===== src/rtl/mem_load_responder_pkg.sv =====
// Shared definitions for the CPU load path: opcode constants, the load
// responder state encoding and default bus widths.
package mem_load_responder_pkg;

  localparam int DEF_DATA_W  = 16;
  localparam int DEF_ADDR_W  = 16;
  localparam int CNT_W       = 4;
  localparam int MAX_LATENCY = 15;

  localparam logic [7:0] OP_MOVE = 8'h01;
  localparam logic [7:0] OP_LOAD = 8'h02;

  typedef enum logic [2:0] {
    IDLE  = 3'd0,
    ISSUE = 3'd1,
    WAIT  = 3'd2,
    DONE  = 3'd3,
    DRAIN = 3'd4
  } load_state_t;

endpackage


===== src/rtl/mem_load_responder_if.sv =====
// Bundle of the CPU load handshake and the data-RAM read port.
//
// Handshake: the CPU raises load_req (level) with load_addr and keeps it high
// until it sees is_loaded. load_addr is sampled only on the cycle the
// responder accepts the request (IDLE with load_req high). is_loaded is a
// single-cycle pulse and load_to_mdr is valid in that same cycle. Dropping
// load_req before is_loaded abandons the load; no pulse follows.
// RAM side: mem_rd_en is a one-cycle strobe with mem_addr; mem_rd_data is
// valid a fixed number of cycles later.
interface mem_load_responder_if #(
  parameter int DATA_W = 16,
  parameter int ADDR_W = 16
);

  logic              load_req;
  logic [ADDR_W-1:0] load_addr;
  logic [DATA_W-1:0] load_to_mdr;
  logic              is_loaded;
  logic              busy;
  logic              mem_rd_en;
  logic [ADDR_W-1:0] mem_addr;
  logic [DATA_W-1:0] mem_rd_data;

  // Responder side.
  modport slave (
    input  load_req, load_addr, mem_rd_data,
    output load_to_mdr, is_loaded, busy, mem_rd_en, mem_addr
  );

  // Environment side (CPU hub plus RAM).
  modport master (
    output load_req, load_addr, mem_rd_data,
    input  load_to_mdr, is_loaded, busy, mem_rd_en, mem_addr
  );

endinterface


===== src/rtl/mem_load_responder.sv =====
// Memory-side responder for the CPU LOAD handshake. Accepts one load at a
// time, strobes a read into a fixed-latency synchronous RAM, and returns the
// word with a one-cycle is_loaded pulse. All outputs are registered.
module mem_load_responder
  import mem_load_responder_pkg::*;
#(
  parameter int DATA_W      = DEF_DATA_W,
  parameter int ADDR_W      = DEF_ADDR_W,
  parameter int MEM_LATENCY = 1
) (
  input  logic                 clk,
  input  logic                 rst_n,
  mem_load_responder_if.slave  bus,
  output load_state_t          dbg_state
);

  generate
    if (MEM_LATENCY < 1 || MEM_LATENCY > MAX_LATENCY) begin : g_bad_latency
      $error("mem_load_responder: MEM_LATENCY must be within 1..15");
    end
  endgenerate

  // Counter reload value: WAIT/DRAIN run until the counter reaches zero, which
  // is the cycle the RAM data is valid.
  localparam logic [CNT_W-1:0] CNT_LOAD = CNT_W'(MEM_LATENCY - 1);

  load_state_t       state_q, state_d;
  logic [CNT_W-1:0]  cnt_q, cnt_d;
  logic              cnt_zero;

  logic              mem_rd_en_q, mem_rd_en_d;
  logic [ADDR_W-1:0] mem_addr_q, mem_addr_d;
  logic [DATA_W-1:0] load_to_mdr_q, load_to_mdr_d;
  logic              is_loaded_q, is_loaded_d;
  logic              busy_q, busy_d;

  logic              accept;
  logic              capture;

  assign cnt_zero = (cnt_q == '0);
  assign accept   = (state_q == IDLE) && bus.load_req;
  assign capture  = (state_q == WAIT) && cnt_zero && bus.load_req;

  // State, latency counter and registered outputs.
  always_ff @(posedge clk or negedge rst_n) begin
    if (!rst_n) begin
      state_q       <= IDLE;
      cnt_q         <= '0;
      mem_rd_en_q   <= 1'b0;
      mem_addr_q    <= '0;
      load_to_mdr_q <= '0;
      is_loaded_q   <= 1'b0;
      busy_q        <= 1'b0;
    end else begin
      state_q       <= state_d;
      cnt_q         <= cnt_d;
      mem_rd_en_q   <= mem_rd_en_d;
      mem_addr_q    <= mem_addr_d;
      load_to_mdr_q <= load_to_mdr_d;
      is_loaded_q   <= is_loaded_d;
      busy_q        <= busy_d;
    end
  end

  // Next state and counter; an abort never cancels the read, it drains it.
  always_comb begin
    state_d = state_q;
    cnt_d   = cnt_q;
    case (state_q)
      IDLE: begin
        cnt_d = '0;
        if (bus.load_req) state_d = ISSUE;
      end
      ISSUE: begin
        cnt_d   = CNT_LOAD;
        state_d = bus.load_req ? WAIT : DRAIN;
      end
      WAIT: begin
        if (cnt_zero) begin
          state_d = bus.load_req ? DONE : IDLE;
        end else begin
          cnt_d = cnt_q - CNT_W'(1);
          if (!bus.load_req) state_d = DRAIN;
        end
      end
      DONE: begin
        state_d = IDLE;
      end
      DRAIN: begin
        if (cnt_zero) state_d = IDLE;
        else          cnt_d   = cnt_q - CNT_W'(1);
      end
      default: begin
        state_d = IDLE;
        cnt_d   = '0;
      end
    endcase
  end

  // Next values of the registered outputs, derived from the transition taken.
  always_comb begin
    mem_rd_en_d   = accept;
    mem_addr_d    = accept ? bus.load_addr : mem_addr_q;
    load_to_mdr_d = capture ? bus.mem_rd_data : load_to_mdr_q;
    is_loaded_d   = capture;
    busy_d        = (state_d != IDLE);
  end

  assign bus.mem_rd_en   = mem_rd_en_q;
  assign bus.mem_addr    = mem_addr_q;
  assign bus.load_to_mdr = load_to_mdr_q;
  assign bus.is_loaded   = is_loaded_q;
  assign bus.busy        = busy_q;
  assign dbg_state       = state_q;

endmodule


===== src/flat_wrapper.sv =====
// flat-port wrapper written by rule: the top's interface ports become plain ports
module mem_load_responder_flat import mem_load_responder_pkg::*;
#(
  parameter int DATA_W      = DEF_DATA_W,
  parameter int ADDR_W      = DEF_ADDR_W,
  parameter int MEM_LATENCY = 1
)
  (clk, rst_n, dbg_state, bus_load_req, bus_load_addr, bus_mem_rd_data, bus_load_to_mdr, bus_is_loaded, bus_busy, bus_mem_rd_en, bus_mem_addr);
  mem_load_responder_if #(.DATA_W(DATA_W), .ADDR_W(ADDR_W)) bus_i ();
  input  logic clk;
  input  logic rst_n;
  output load_state_t dbg_state;
  input wire logic [$bits(bus_i.load_req)-1:0] bus_load_req;
  input wire logic [$bits(bus_i.load_addr)-1:0] bus_load_addr;
  input wire logic [$bits(bus_i.mem_rd_data)-1:0] bus_mem_rd_data;
  output wire logic [$bits(bus_i.load_to_mdr)-1:0] bus_load_to_mdr;
  output wire logic [$bits(bus_i.is_loaded)-1:0] bus_is_loaded;
  output wire logic [$bits(bus_i.busy)-1:0] bus_busy;
  output wire logic [$bits(bus_i.mem_rd_en)-1:0] bus_mem_rd_en;
  output wire logic [$bits(bus_i.mem_addr)-1:0] bus_mem_addr;
  assign bus_i.load_req = bus_load_req;
  assign bus_i.load_addr = bus_load_addr;
  assign bus_i.mem_rd_data = bus_mem_rd_data;
  assign bus_load_to_mdr = bus_i.load_to_mdr;
  assign bus_is_loaded = bus_i.is_loaded;
  assign bus_busy = bus_i.busy;
  assign bus_mem_rd_en = bus_i.mem_rd_en;
  assign bus_mem_addr = bus_i.mem_addr;
  mem_load_responder #(.DATA_W(DATA_W), .ADDR_W(ADDR_W), .MEM_LATENCY(MEM_LATENCY)) u_core (.clk(clk), .rst_n(rst_n), .bus(bus_i), .dbg_state(dbg_state));
endmodule

===== config.mk =====
export PLATFORM = sky130hd
export DESIGN_NAME = mem_load_responder_flat
export DESIGN_NICKNAME = d
export VERILOG_FILES = /design/src/rtl/mem_load_responder_pkg.sv /design/src/rtl/mem_load_responder_if.sv /design/src/rtl/mem_load_responder.sv /design/src/flat_wrapper.sv
export SDC_FILE = /design/constraint.sdc
export NUM_CORES = 1
export LEC_CHECK = 0
export ABC_AREA = 1
export CAP_MARGIN = 40
export CORE_MARGIN = 1.5
export CORE_UTILIZATION = 35
export DETAILED_ROUTE_END_ITERATION = 16
export PLACE_DENSITY = 0.78
export SYNTH_ARGS = -nofsm -noshare
export SYNTH_HDL_FRONTEND = slang
export SYNTH_SLANG_ARGS = --single-unit
export TNS_END_PERCENT = 1

===== constraint.sdc =====
create_clock -name clk -period 1.65 [get_ports clk]
set_input_delay 0.33 -clock clk [delete_from_list [all_inputs] [get_ports clk]]
set_output_delay 0.33 -clock clk [all_outputs]
set_load 0.01 [all_outputs]

Word level (Yosys, flattened, before mapping)
Cells that the tools add are included.

$add $sub $neg: 1. Multipliers: 0. Divide/modulo/power cells: 0. Magnitude comparators: 0. Equality and inequality tests: 5. Shift-type cells: 0. Muxes and demuxes: 9. Bitwise gates (word level): 1. Reduce and logical (&&, ||, !) cells: 8.

Operator list (number): 3-bit 2-to-1 mux (5); 3-bit one-hot mux with 4 select lines (1); 4-bit one-hot mux with 2 select lines (1); 3-bit by 2-bit == test with 1-bit output, second input constant (2); 4-bit logical NOT (1); 4-bit 2-to-1 mux (1); 4-bit by 1-bit subtractor with 4-bit output, second input constant (1); 3-bit by 1-bit == test with 1-bit output, second input constant (1); 3-bit == test, second input constant (1); 1-bit logical AND (3); 3-bit logical NOT (1); 3-bit nonzero test (1); 2-bit 2-to-1 mux (1); 2-bit inequality test, second input constant (1); 2-bit AND reduction (1); 2-bit OR reduction (1); 1-bit NOT (1).

Bits in registers: 42. Latch bits: 0. Bits in writable memories: 0. Bits in read-only memories: 0. Input port bits: 35. Output and inout bits: 38. Logic and storage cells: 31. Memories: 0.

Longest topological paths before layout
Word-level depth: 4. Gate-level depth with buffers: 9. Depth with buffers taken out: 8.

Least setup slack after synthesis
Ideal clock, no wire load.

Path kind: flip-flop to flip-flop. From: register u_core.cnt_q[0]. To: register u_core.load_to_mdr_q[10] (netlist: u_core.bus.load_to_mdr[10]). Setup time: 116 ps. Arrival time: 1185 ps. Data required time: 1534 ps. Path slack: 348 ps. Cell stages (with the launch flop): 10. Path buffers: 1. Clock period less this slack: 1302 ps. Path through: dfrtp_1 > inv_1 > ha_1 > nand2_1 > inv_2 > nand2_4 > inv_6 > buf_12 > nand2_1 > nand2_1.

Longest elaborated chain between the ends: 3.

Ends and longest elaborated chain: start, declared (line mem_load_responder.sv:28) `logic [CNT_W-1:0] cnt_q, cnt_d;`; start signal, assigned (line mem_load_responder.sv:56) `cnt_q <= cnt_d;`; 4-bit logical NOT (line mem_load_responder.sv:40) `assign cnt_zero = (cnt_q == '0);`; 1-bit logical AND (2 in series) (line mem_load_responder.sv:42) `assign capture = (state_q == WAIT) && cnt_zero && bus.load_req;`; net u_core.capture (line mem_load_responder.sv:38) `logic capture;`; end signal, assigned (line mem_load_responder.sv:59) `load_to_mdr_q <= load_to_mdr_d;`; end, declared (line mem_load_responder.sv:33) `logic [DATA_W-1:0] load_to_mdr_q, load_to_mdr_d;`.

The timed path passes the listed nets, and every way through them passes these cells. A chain may end at the register's enable or synchronous reset.

Worst setup path after layout
From: register u_core.state_q[1] (netlist: u_core.dbg_state[1]). To: output dbg_state[1].

RTL lines: start, declared (line mem_load_responder.sv:27) `load_state_t state_q, state_d;`; start signal, assigned (line mem_load_responder.sv:55) `state_q <= state_d;`; end, declared (line flat_wrapper.sv:12) `output load_state_t dbg_state;`.

No word-level cell between the ends.

==> flow_metrics.py <==
metrics = {
    "floorplan": {
        "die_h_um": 73.5,
        "start_util_pct": 36.6,
        "core_area_um2": 4750,
        "die_area_um2": 5400,
        "num_io_pins": 73,
        "die_x_um": 73.5,
        "rows": 25,
    },
    "pwr": {
        "combPwrFrac_pct": 44.5,
        "p_int_mw": 2.80,
        "p_sw_mw": 1.47,
        "ir_worst_vdd_uv": 740,
        "leakage_nw": 1.30,
        "power_density_nw_per_um2": 1620,
        "p_clk_share_pct": 16.0,
        "switching_share_pct": 34.5,
        "power_frac_seq_pct": 39.5,
    },
    "sta": {
        "setup-tns-final_ns": 0,
        "rsz0062_at_grt": "false",
        "fin_worst_skew_ns": 0.00848,
        "period_share_pct": 96.5,
        "hold_viol_final": 0,
        "max_freq_mhz": 628,
        "tightest_slew_ns": 0.420,
        "slew-limit-headroom_pct": 72.0,
        "slew_violations": 0,
        "setup_slack_ns": 0.0581,
        "setup_viol": 0,
        "min_period_ns": 1.59,
    },
    "setup_path": {
        "timing.critical_path.fanout_max": 6,
        "cp.arrival_ns": 1.26,
        "critPathSlowestCell": "clkdlybuf4s50_1",
        "path_delay_family": "buffers and inverters",
        "timing.critical_path.buf_inv": 1,
        "startpoint_type": "flop",
        "required_ns": 1.32,
        "end_kind": "output pin",
        "crit_chain": "clkdlybuf4s50_1",
        "crit_type": "flop to output pin",
        "max_stage_delay_ns": 0.55,
    },
    "global_route": {
        "overflow": 0,
        "grt_pass1_wl_um": 6350,
        "grt_usage_pct": 15.3,
        "grt_start_max_net_pins": 26,
        "grt_pass1_vias": 1521,
        "antenna_found_initial": 0,
    },
    "cells_and_area": {
        "final_cell_mix": "nand2_1 (108), clkdlybuf4s50_1 (71), dfrtp_1 (40), nand3_1 (9), nor2_1 (7)",
        "drive_gt1_share_pct": 9.06,
        "area_delta_synth_final_pct": 51.5,
        "nNetsFinal": 312,
        "final_common_cell": "nand2_1",
        "fill_cells": 446,
        "diodes": 0,
    },
    "synth": {
        "avgSynthCellArea_um2": 8.82,
        "yosysWarnings": 0,
        "ys_ff_latch": 42,
        "netlist_area_um2": 1740,
        "yosysTopAreaCell": "dfrtp_1",
        "synth_area_leaders": "dfrtp_1 (60%), nand2_1 (23%), nand3_1 (2.6%)",
        "postSynthCellCount": 197,
        "yosysSeqAreaShare_pct": 60.5,
        "synth_cell_types": 19,
        "yosys.area.top_type_share_pct": 60.5,
        "synthesis.nets": 234,
    },
    "route": {
        "vias": 1492,
        "first_pass_iters": 4,
        "drc": 0,
        "ant_nets": 0,
        "routed_wl_um": 3920,
        "first_iter_violations": 54,
        "vias_per_cell": 4.35,
        "routedWlPerCell_um": 11.4,
    },
    "placed_design": {
        "dp_hpwl_um": 2930,
        "dpl_worst_slack_ns": 0.0473,
        "io_buffers": 72,
        "gp_congestion": 0.856,
    },
    "clocking": {
        "cts_made_buffers": 5,
        "htreeDepth": 2,
        "path_clk_slew_ns": 0.08,
        "clockRootBuffer": "clkbuf_8",
        "clock-sinks": 42,
        "cts_tree": "done",
        "clockBufferDepth": 2,
        "clk_latency_ns": 0.29,
    },
    "status": {
        "status": "finished clean",
    },
    "run": {
        "maxCapViolations": 0,
    },
    "worst_hold_path": {
        "holdCritPathClass": "flop to flop",
    },
}
[power groups by stage]
| stage | combinational (mW) | sequential (mW) | clock, mW |
|---|---|---|---|
| 2_1_floorplan | 0.658 | 1.89 | 0 |
| 3_3_place_gp | 1.86 | 1.70 | 0 |
| 5_1_grt | 2.09 | 1.74 | 0.765 |
| 4_1_cts | 1.91 | 1.71 | 0.705 |
| 3_5_place_dp | 1.90 | 1.71 | 0 |
| 6_report | 1.90 | 1.69 | 0.684 |
[flip-flops by register name, summed over array words and instances (netlist names)]
name                    cells
u_core.bus.busy             1
u_core.bus.mem_rd_en        1
u_core.bus.load_to_mdr     16
u_core.cnt_q                4
u_core.bus.mem_addr        16
u_core.dbg_state            3
u_core.bus.is_loaded        1
[cell families (layout without fill, tap and decap cells)]
group | count (synthesis) | after routing | synth area share [%]
simple gates | 133 | 133 | 31.5
flops | 42 | 42 | 60.5
buf+inv | 15 | 94 | 5.11
compound gates | 5 | 5 | 1.44
fa+ha+maj | 2 | 2 | 1.44
[synthesized netlist by cell type]
| cell | instances |
|---|---|
| nand2_4 | 2 |
| dfrtp_1 | 42 |
| nor2_2 | 1 |
| buf_2 | 1 |
| inv_2 | 3 |
| inv_4 | 1 |
| nor2_1 | 7 |
| a21oi_1 | 1 |
| nand3_1 | 9 |
| nand2_1 | 108 |
| o21ai_0 | 4 |
| nand4_1 | 2 |
| ha_1 | 2 |
| buf_4 | 2 |
| buf_12 | 1 |
| nor2_4 | 1 |
| nand2_2 | 3 |
| inv_6 | 1 |
| inv_1 | 6 |
[layout make-up]
class                   count  area (um^2)  share of cell area (%)
clock buffers               6         82.6                    3.14
clock inverters             2         12.5                   0.475
inverters                  11         48.8                    1.85
multi-input cells         140          598                    22.7
flip-flops and latches     42         1050                    40.0
well taps                  67         83.8                    3.18
repair buffers             75          753                    28.6
[per-layer routing]
layer  up-vias  track usage, %  wire (um)
met5         -               0          0
met4         0            5.35         44
met3         7            5.21        229
met2        42            26.0       1900
met1       687            18.0       1750
li1        756               -          -
[what timing repair did]
action / in CTS / in global routing
setup endpoints to repair: 2 / 1
gates cloned: 0 / 0
gates resized for setup: 2 / 0
hold endpoints to repair: 17 / 0
hold buffers: 1 / 0
pin swaps: 0 / 0
buffers inserted: 0 / 1
[per-stage QoR]
step	area (um^2)	util, %	hold WS (ns)	cells	power (mW)
final	2630	55.4	0.481	343	4.28
after global routing	2630	55.4	0.505	343	4.59
after CTS	2630	55.2	0.485	342	4.32
after detailed placement	2520	52.9	0.298	333	3.61
after global placement	2520	52.9	0.282	333	3.57
after floorplan	1740	-	0.0344	197	2.55
[worst paths after layout]
kind / startpoint / endpoint / slack (ns) / depth (start not counted)
max in group asynchronous: rst_n / u_core.dbg_state[0] / 0.67 / 3
min: u_core.bus.mem_addr[15] / u_core.bus.mem_addr[15] / 0.48 / 2
max: u_core.dbg_state[1] / dbg_state[1] / 0.06 / 1
min in group asynchronous: rst_n / u_core.bus.load_to_mdr[14] / 0.51 / 2
min reg2reg: u_core.bus.mem_addr[15] / u_core.bus.mem_addr[15] / 0.48 / 2
max reg2reg: u_core.cnt_q[0] / u_core.bus.load_to_mdr[2] / 0.18 / 8
Note: power is estimated with default switching activity, not from simulation.
